$ cat config.mk
export PLATFORM = sky130hd
export DESIGN_NAME = wave_capture_ctrl
export DESIGN_NICKNAME = d
export VERILOG_FILES = /design/src/rtl/wave_capture_ctrl.sv
export SDC_FILE = /design/constraint.sdc
export NUM_CORES = 1
export LEC_CHECK = 0
export ABC_AREA = 0
export BUFFER_PORTS_ARGS = -buffer_cell sky130_fd_sc_hd__buf_2
export CAP_MARGIN = 20
export CORE_ASPECT_RATIO = 1.1
export CORE_MARGIN = 1
export CORE_UTILIZATION = 40
export CTS_CLUSTER_DIAMETER = 50
export CTS_CLUSTER_SIZE = 40
export DETAILED_ROUTE_END_ITERATION = 8
export MAX_ROUTING_LAYER = met4
export SYNTH_ARGS = -nofsm -noshare
export SYNTH_HDL_FRONTEND = slang
export SYNTH_SLANG_ARGS = --single-unit
$ cat constraint.sdc
create_clock -name clk -period 6 [get_ports clk]
set_input_delay 1.2 -clock clk [delete_from_list [all_inputs] [get_ports clk]]
set_output_delay 1.2 -clock clk [all_outputs]
set_load 0.005 [all_outputs]
$ cat src/rtl/wave_capture_ctrl.sv
// ---------------------------------------------------------------------------
// wave_capture_ctrl
//
// Controls capture into a double-buffered 512-entry sample RAM for the
// waveform display. The controller waits for a rising zero crossing in the
// audio stream. It then writes 256 consecutive samples into the half of the
// RAM that the display is not reading. When the display next reports idle,
// the controller hands that half over by toggling read_index. The display
// therefore always scans a complete, triggered and stable capture.
//
// If no crossing arrives within TIMEOUT accepted samples, the controller
// forces a trigger on the current sample. forced_trigger flags such a
// capture. TIMEOUT = 0 disables the forced trigger.
//
// Ports
//   clk               in   1         system clock
//   reset             in   1         asynchronous, active-low reset
//   new_sample_ready  in   1         sample strobe; only its rising edge counts
//   new_sample_in     in   SAMPLE_W  signed sample, valid while strobe is high
//   wave_display_idle in   1         display is not reading the RAM
//   write_address     out  9         {capture half, index within capture}
//   write_enable      out  1         one-cycle RAM write strobe
//   write_sample      out  8         offset-binary top 8 bits of the sample
//   read_index        out  1         RAM half the display reads
//   forced_trigger    out  1         current capture was started by timeout
// ---------------------------------------------------------------------------
module wave_capture_ctrl #(
   parameter int SAMPLE_W = 16,
   parameter int TIMEOUT  = 2048
) (
   input  logic                       clk,
   input  logic                       reset,
   input  logic                       new_sample_ready,
   input  logic signed [SAMPLE_W-1:0] new_sample_in,
   input  logic                       wave_display_idle,
   output logic [8:0]                 write_address,
   output logic                       write_enable,
   output logic [7:0]                 write_sample,
   output logic                       read_index,
   output logic                       forced_trigger
);

   localparam int CNT_W = (TIMEOUT > 1) ? $clog2(TIMEOUT) : 1;

   typedef enum logic [1:0] {
      ARMED  = 2'd0,
      ACTIVE = 2'd1,
      WAIT   = 2'd2
   } state_t;

   state_t             state;
   state_t             state_next;
   logic               ready_p1;
   logic               prev_neg;
   logic [7:0]         idx;
   logic [CNT_W-1:0]   timeout_cnt;

   logic               accept;
   logic               sign;
   logic               crossing;
   logic               timeout_hit;
   logic               do_write;
   logic               trig_cross;
   logic               trig_force;
   logic               cnt_inc;
   logic               flip;
   logic [7:0]         wr_idx;

   // The display stores only the top 8 bits. The lower bits fall below its
   // resolution and are dropped on purpose.
   logic               unused_low_bits;
   assign unused_low_bits = ^new_sample_in[SAMPLE_W-9:0];

   // Converts the top 8 bits of a two's complement sample to offset binary.
   function automatic logic [7:0] to_offset_binary(input logic [7:0] top);
      return {~top[7], top[6:0]};
   endfunction

   // A held strobe yields one sample. The strobe must go low before the next
   // sample can be accepted.
   assign accept   = new_sample_ready & ~ready_p1;
   assign sign     = new_sample_in[SAMPLE_W-1];
   assign crossing = prev_neg & ~sign;
   assign timeout_hit = (TIMEOUT != 0) && (timeout_cnt == CNT_W'(TIMEOUT - 1));

   // ---- next state / capture decisions ----
   always_comb begin
      state_next = state;
      do_write   = 1'b0;
      trig_cross = 1'b0;
      trig_force = 1'b0;
      cnt_inc    = 1'b0;
      flip       = 1'b0;
      wr_idx     = idx;
      case (state)
         ARMED: begin
            wr_idx = 8'd0;
            if (accept) begin
               if (crossing) begin
                  do_write   = 1'b1;
                  trig_cross = 1'b1;
                  state_next = ACTIVE;
               end else if (timeout_hit) begin
                  do_write   = 1'b1;
                  trig_force = 1'b1;
                  state_next = ACTIVE;
               end else begin
                  cnt_inc = 1'b1;
               end
            end
         end
         ACTIVE: begin
            if (accept) begin
               do_write = 1'b1;
               if (idx == 8'hFF) state_next = WAIT;
            end
         end
         WAIT: begin
            if (wave_display_idle) begin
               flip       = 1'b1;
               state_next = ARMED;
            end
         end
         default: state_next = ARMED;
      endcase
   end

   // ---- state register ----
   always_ff @(posedge clk or negedge reset) begin
      if (!reset) state <= ARMED;
      else        state <= state_next;
   end

   // ---- capture bookkeeping and registered RAM write port ----
   always_ff @(posedge clk or negedge reset) begin
      if (!reset) begin
         ready_p1       <= 1'b0;
         prev_neg       <= 1'b0;
         idx            <= 8'd0;
         timeout_cnt    <= '0;
         read_index     <= 1'b0;
         forced_trigger <= 1'b0;
         write_enable   <= 1'b0;
         write_address  <= 9'd0;
         write_sample   <= 8'd0;
      end else begin
         ready_p1     <= new_sample_ready;
         write_enable <= do_write;
         if (accept) prev_neg <= sign;
         if (do_write) begin
            // Wraps to 0 after index 255, so the next capture starts at 0.
            idx           <= wr_idx + 8'd1;
            write_address <= {~read_index, wr_idx};
            write_sample  <= to_offset_binary(new_sample_in[SAMPLE_W-1 -: 8]);
         end
         if (trig_cross || trig_force) timeout_cnt <= '0;
         else if (cnt_inc)             timeout_cnt <= timeout_cnt + CNT_W'(1);
         if (trig_force)      forced_trigger <= 1'b1;
         else if (trig_cross) forced_trigger <= 1'b0;
         if (flip) read_index <= ~read_index;
      end
   end

endmodule

# Word level (Yosys, flattened, before mapping)
# Index checks and enable logic that the tools add are counted.
# Widths: inputs -> output; s select.
# totals
register_bits	43
latch_bits	0
ramBits	0
mem_bits_ro	0
in_bits	20
out_inout_bits	20
elab_cells	60
n_memories	0
# op_classes
n_addsub	2
n_mul	0
div_mod_pow	0
order_cmp	0
eq_ne	9
shifts	0
n_mux	29
bitwise	5
n_reduce_logical	5
# ops
operator	n
$mux 11	2
$mux 1	18
$mux 2	6
$add 11x1->11 const B	1
$eq 11x11->1 const B	1
$add 8x1->8 const B	1
$eq 8x8->1 const B	1
$mux 8	1
$ne 2x2->1 const B	4
$pmux 2 s3	1
$reduce_and 5->1	1
$reduce_bool 2->1	2
$ne 3x3->1 const B	1
$not 1->1	3
$and 1x1->1	2
$eq 2x1->1 const B	1
$eq 2x2->1 const B	1
$logic_not 2->1	1
$pmux 1 s2	1
$logic_or 1x1->1	1

# Depth between registers and ports, before layout
# Gate-level depths: netlist of run 1.
# logic_depth
depth_word	7
ltp_mapped	8
depth_no_buf	7

# Least setup slack after synthesis of run 1
# No wires, ideal clock.
# synth_timing
kind	input to register
startpoint	in new_sample_ready
endpoint	reg timeout_cnt[9]
setup_ns	0.078
arrival_time_ns	2.577
required_time_ns	5.922
path_slack_ns	3.345
stages	5
n_path_buf	1
cell_sequence	or4b_1 > buf_2 > or3_1 > or3_1 > a21oi_1
# synth_between
elab_chain_len	5
elab_cells_between_ends	10
cone_classes	mux (7); bitwise (1); reduce/logical (2)
# synth_lines
item	line	rtl
from (decl)	33	input logic new_sample_ready,
$and 1x1->1 *	81	assign accept = new_sample_ready & ~ready_p1;
$mux 1	98	if (accept) begin
$mux 1	95	case (state)
$logic_or 1x1->1	156	if (trig_cross || trig_force) timeout_cnt <= '0;
$mux 11 / $reduce_bool 2->1 (equally long branches)	-	
to (signal assigned)	157	else if (cnt_inc) timeout_cnt <= timeout_cnt + CNT_W'(1);
to (decl)	56	logic [CNT_W-1:0] timeout_cnt;
# Every way passes the cells marked *; elsewhere a longest branch is shown, timed or not.
# A chain may end at the register's enable or synchronous reset.

# Final worst setup path of run 1
# layout_timing
startpoint	in new_sample_in[15]
endpoint	reg write_sample[3]
# layout_between
elab_chain_len	5
# layout_lines
item	line	rtl
from (decl)	34	input logic signed [SAMPLE_W-1:0] new_sample_in,
$not 1->1	83	assign crossing = prev_neg & ~sign;
$and 1x1->1	83	
$mux 1	99	if (crossing) begin
$mux 1	98	
$pmux 1 s2	95	
to (signal assigned)	154	write_sample <= to_offset_binary(new_sample_in[SAMPLE_W-1 -: 8]);
to (decl)	38	output logic [7:0] write_sample,
# Every way passes these cells.

==> impl_metrics.toml, run 1 <==
[outcome]
status = "completed"

[placed_design]
pre_cts_ws_ns = 3.06
dp.final_hpwl_mm = 2.50
port-buffer-count = 31
gp_congestion = 0.847

[timing]
worst_slack_ns = 3.37
worst_pin_slew_ns = 1.06
layout_min_cycle_time_ns = 2.63
final-max-slew-violation-count = 0
rsz0062_at_grt = "false"
hold_violations = 0
finalClockSkew_ns = 0.00496
fmax_mhz = 381
slew_headroom_pct = 28.5
fin_crit_sh_pct = 43.8
tns_ns = 0
report.final.setup_viol = 0

[clock_tree]
cts_inserted_buffers = 5
holdBufCountCts = 0
cts_buffer_depth = 2
cts_tree = "yes"
h-tree-depth = 2
cts-root-buf = "clkbuf_8"
post-cts-setup-buffers = 0
post_cts_resized = 0
clk_pin_slew_ns = 0.08
cts_sinks = 43
clock_latency_ns = 0.30

[drt]
ant_nets = 0
drt_iter0_markers = 55
vias = 1392
drc = 0
viasPerCell = 5.08
finalWirelength_mm = 3.62
wl_per_cell_um = 13.2
dr.pass1.iters = 4

[global_route]
grt_pass1_vias = 1405
grt_pass1_wl_mm = 6.33
grt-ovfl-total = 0
antenna_found_initial = 0
grt_max_degree = 44
track_usage_pct = 16.1

[layout]
fillers = 467
area_delta_synth_final_pct = 14.8
final-seq-area_sq_um = 1080
multi_input_area_sq_um = 827
layout-drive-gt1-share_pct = 25.7
fin_nets = 239
fin_util_pct = 48.5
diodes = 0

[logic_synthesis]
ys_warn_count = 0
synth_cell_types = 41
synth_edf_count = 0
synth_top_area_cell = "dfrtp_1"
ys_ff_latch = 43
synth_area_leaders = "dfrtp_1 54%, mux2_2 7.4%, mux2i_1 4.6%"
yosysMostFrequentCell = "dfrtp_1"
synthFlopType = "dfrtp_1"
syn-num-nets = 205
synth.avg_cell_area_sq_um = 10.8
synthTopCellsByCount = "43 x dfrtp_1, 16 x nor2_1, 14 x inv_1"
ys_seq_area_share_pct = 54.4
synth-async-reset-ratio_pct = 100
synth_area_sq_um = 1980
synth.top_cell.area_share_pct = 54.4
syn_inst = 183

[die]
initial_core_util_pct = 42.2
ioPinCount = 40
num_rows = 26
die_h_um = 75.7
core_area_sq_um = 4680
fp.dieArea_sq_um = 5230
die_w_um = 69.0

[hold_path]
min-delay-start = "write_address[0]$_DFFE_PN0P_"
hold_path.class = "flop to flop"

[setup_path]
cp_max_fo = 19
crit_buf_inv = 2
worstSetupPathType = "primary input to flop"
startpoint_type = "primary input"
rr_startpoint = "timeout_cnt[0]$_DFFE_PN0P_"
slowest_stage = "mux2_2"
path_cells = "buf_2 > nor2b_1 > a41o_1 > o21ai_2 > inv_2 > mux2_2"
required_ns = 6.18
cpPeakStageDelay_ns = 0.40
critPathCaptureType = "flop"
cp_top_family = "buffers and inverters"
crit_path_start = "new_sample_in[15]"
crit_arrival_ns = 2.80

[pwr]
powerDensity_nw_per_um2 = 379
leakagePower_nw = 1.08
ir_worst_vdd_uv = 203

[job]
maxCapViolations = 0
## power breakdown
group          total [mW]  internal, mW  leakage [nW]  switching (mW)
clock               0.179        0.0813        0.0412          0.0977
combinational       0.238         0.122         0.505           0.116
sequential          0.443         0.373         0.536          0.0697
## final timing paths
check                                                    end  slack [ns]  cells past startpoint
worst min-delay path            write_address[0]$_DFFE_PN0P_        0.48                      1
worst max-delay path             write_sample[3]$_DFFE_PN0P_        3.37                      6
worst max register to register   write_sample[3]$_DFFE_PN0P_        3.52                      6
worst min register to register  write_address[0]$_DFFE_PN0P_        0.48                      1
max in group asynchronous                 idx[6]$_DFFE_PN0P_        4.35                      1
min in group asynchronous         timeout_cnt[8]$_DFFE_PN0P_        1.05                      1
## area by class of cell
class | count | share of cell area (%)
multi-input cells | 121 | 36.4
well taps | 56 | 3.09
clock buffers | 6 | 3.20
inverters | 15 | 2.48
flip-flops and latches | 43 | 47.4
clock inverters | 2 | 0.551
repair buffers | 31 | 6.84
## placed cells by master, fill, tap and decap left out, types with 2 or more instances in the layout
cell       instances
o2bb2ai_1          2
or3_1              2
nor4_1             3
ha_1               2
nor3_1             2
dfrtp_1           43
a31oi_1            2
nor2b_1            2
xor2_1             2
mux2_2            13
mux2i_1            9
nand4_1            2
xnor2_1            4
buf_2             31
clkbuf_8           5
nand3_1            7
a21oi_1            6
and3_1             3
nor2_1            16
o21ai_0            7
and2_1             4
and4_1             2
a22o_1             3
nand2_1           13
inv_1             14
## worst reg2reg max path: cells and delay by family, from the launching register on
family / cells / cell delay, ns
muxes: 1 / 0.37
DFF: 1 / 0.42
AOI/OAI and AO/OA: 2 / 0.75
adders and majority gates: 1 / 0.27
and+or+nand+nor: 1 / 0.24
buffers and inverters: 1 / 0.31
## flip-flops by register name, indices dropped and copies added (netlist names)
register / cells
timeout_cnt: 11
write_address: 9
idx: 8
write_sample: 8
state: 2
forced_trigger: 1
prev_neg: 1
read_index: 1
ready_p1: 1
write_enable: 1
## metrics by stage
step	hold slack [ns]	power [mW]	instance area [sq um]	cells
finish	0.480	0.860	2270	274
detailed placement	0.460	0.690	2180	266
global placement	0.458	0.684	2180	266
floorplan	0.456	0.598	1980	183
CTS	0.485	0.874	2270	274
global route	0.512	0.926	2270	274
## cells by family after synthesis
kind of cell	share of synthesized area, %
AND/OR/NAND/NOR	16.5
flip-flops	54.4
AO/OA/AOI/OAI	9.43
multiplexers	12.0
buffers and inverters	3.73
XOR/XNOR	2.66
adder cells (fa/ha/maj)	1.27
## routing by layer
layer	track usage (%)	vias up	wire length, um
met5	-	-	0
met4	8.16	0	73
met3	3.84	6	126
met2	25.8	27	1610
met1	19.3	648	1820
li1	-	711	-
Power figures use the tool's default switching activity.
==> run 2, diff against run 1 <==
ABC_AREA = 1   (was 0)
clock period = 2.6 ns   (was 6 ns; I/O delays follow)
==> run 2 against run 1 <==
Effect of this change: area after synthesis up 13%; die area up 13%; non-clock buffer count up 1; cell count up 37%; synthesized cell count up 44%; design area up 12%; routed wire length up 15%; clock power rose to 2.9 times the previous value; global-route usage up 0.71 points; largest cell class unchanged; first-iteration DRC count down 3.6%; core utilization down 1.2 points.
==> impl_metrics.toml, run 2 <==
[outcome]
status = "completed"

[pwr]
p_sw_share_pct = 35.5
p_seq_share_pct = 45.3
pwr-share-comb_pct = 29.6
p_int_mw = 1.33
leakagePower_nw = 1.34
p_switching_mw = 0.734
ir_worst_vdd_uv = 465
powerDensity_nw_per_um2 = 810
clock_power_share_pct = 25.1

[drt]
ant_nets = 0
finalWirelength_mm = 4.18
drc = 0
wl_met1_mm = 2.00
met2_length_mm = 2.05
top_layer_used = "met4"
viasPerCell = 4.65
dr.pass1.iters = 4
vias = 1742
wl_per_cell_um = 11.1
drt_iter0_markers = 53
met3_wirelength_um = 98

[logic_synthesis]
synth-async-reset-ratio_pct = 100
ys_ff_latch = 43
synth.top_cell.area_share_pct = 48.2
syn-num-nets = 286
synth_area_sq_um = 2230
ys_warn_count = 0
syn_inst = 264
synth_cell_types = 27
ys_seq_area_share_pct = 48.2
synth_top_area_cell = "dfrtp_1"
synth_edf_count = 0
synthFlopType = "dfrtp_1"
synth_area_leaders = "dfrtp_1 48%, nand2_1 17%, o21ai_2 4.7%"
synth.avg_cell_area_sq_um = 8.46
synthTopCellsByCount = "100 x nand2_1, 43 x dfrtp_1, 23 x inv_1"
yosysMostFrequentCell = "nand2_1"

[timing]
fin_crit_sh_pct = 70.6
layout_min_cycle_time_ns = 1.84
hold_violations = 0
report.final.setup_viol = 0
finalClockSkew_ns = 0.0106
worst_pin_slew_ns = 0.480
tns_ns = 0
fmax_mhz = 545
rsz0062_at_grt = "false"
final-max-slew-violation-count = 0
slew_headroom_pct = 67.9
holdWs_ns = 0.106

[job]
maxCapViolations = 0

[global_route]
grt-ovfl-total = 0
track_usage_pct = 16.8
antenna_found_initial = 0
grt_pass1_wl_mm = 7.39
grt_max_degree = 38
grt_pass1_vias = 1678

[die]
die_w_um = 73.3
fp.dieArea_sq_um = 5890
die_h_um = 80.4
ioPinCount = 40
core_area_sq_um = 5400
num_rows = 28
initial_core_util_pct = 41.4

[clock_tree]
cts-root-buf = "clkbuf_8"
clk_pin_slew_ns = 0.08
post_cts_resized = 0
cts_tree = "yes"
cts_inserted_buffers = 5
holdBufCountCts = 0
cts_buffer_depth = 2
clock_latency_ns = 0.29
post-cts-setup-buffers = 0
cts_sinks = 43
h-tree-depth = 2

[layout]
largest-register = "timeout_cnt"
final_common_cell = "nand2_1"
diodes = 0
layout-drive-gt1-share_pct = 24.7
area_delta_synth_final_pct = 14.1
fin_cells = 375
fin_nets = 321
reg.largest.list = "timeout_cnt (11), write_address (9)"
final_cell_mix = "100 x nand2_1, 43 x dfrtp_1, 31 x buf_2"
largest_reg_flops = 11

[placed_design]
port-buffer-count = 31
gp_congestion = 0.782
place_inst = 367
dp.final_hpwl_mm = 3.00

[setup_path]
cp_top_family = "simple AND/OR/NAND/NOR gates"
critPathCaptureType = "flop"
reg2reg_slack_ns = 0.76
crit_buf_inv = 1
path_cells = "ha_1 > inv_2 > nor2_4 > nand3_4 > nand3_2 > nand2_4 > nand2_1 > o21ai_2"
cp_max_fo = 37
slowest_stage = "dfrtp_1"
startpoint_type = "flop"
required_ns = 2.77
cpPeakStageDelay_ns = 0.44
worstSetupPathType = "flop to flop"
crit_arrival_ns = 2.01

[hold_path]
hold_path.class = "primary input to asynchronous set/reset pin"
[run 2: cell types whose count changed after synthesis, moves of 7 or more]
cell	before	now
o21ai_2	1	12
mux2_2	13	0
mux2i_1	9	0
nand2_1	13	100
inv_1	14	23
nand4_1	2	9
[run 2: worst register-to-register path, stage by stage (launching register included)]
cell and delay [ns]:
dfrtp_1 0.44, ha_1 0.32, inv_2 0.08, nor2_4 0.15
nand3_4 0.13, nand3_2 0.11, nand2_4 0.26, nand2_1 0.18
o21ai_2 0.06
[run 2: cells by family (layout without fill, tap and decap cells)]
group                      count (synthesis)  in the layout  synth area share (%)
and+or+nand+nor                          163            163                  34.5
adders and majority gates                  2              2                  1.12
xor gates and xnor gates                   5              5                  1.96
buffers and inverters                     28             64                  6.44
AOI/OAI and AO/OA                         23             23                  7.84
DFF                                       43             43                  48.2
[run 2: stage by stage]
step | util, % | cell area, sq um | total power, mW | worst slack, ns
floorplan | - | 2230 | 1.39 | 1.07
global placement | 45.2 | 2440 | 1.56 | 0.776
detailed placement | 45.2 | 2440 | 1.57 | 0.758
CTS | 47.3 | 2550 | 2.09 | 0.744
global route | 47.3 | 2550 | 2.23 | 0.579
finish | 47.3 | 2550 | 2.07 | 0.765
[run 2: final timing paths]
kind,cells after the start,from,end
worst min-delay path,1,reset,write_address[8]$_DFFE_PN0P_
max in group asynchronous,2,reset,prev_neg$_DFFE_PN0P_
worst min register to register,2,write_address[1]$_DFFE_PN0P_,write_address[1]$_DFFE_PN0P_
worst max register to register,8,timeout_cnt[0]$_DFFE_PN0P_,write_address[3]$_DFFE_PN0P_
worst max-delay path,8,timeout_cnt[0]$_DFFE_PN0P_,write_address[3]$_DFFE_PN0P_
min in group clk,1,new_sample_ready,ready_p1$_DFF_PN0_
[run 2: area by class of cell]
| cell class | count | area (sq um) |
|---|---|---|
| clock inverter | 3 | 43.8 |
| fill | 569 | 2850 |
| tap | 75 | 93.8 |
| inverter | 24 | 90.1 |
| sequential | 43 | 1080 |
| multi-input combinational | 193 | 1010 |
| timing repair buffer | 32 | 163 |
| clock buffer | 5 | 68.8 |
[run 2: power by group through the flow]
stage               Clock, mW  Combinational (mW)  Sequential [mW]
finish                  0.518               0.612            0.935
global route            0.565               0.707            0.960
CTS                     0.531               0.624            0.935
detailed placement          0               0.623            0.945
global placement            0               0.612            0.946
floorplan                   0               0.446            0.941
[run 2: routing by layer]
metal	track usage (%)	vias to the layer above
li1	-	910
met3	3.51	4
met4	5.49	0
met1	21.6	807
met2	26.5	21
met5	-	-
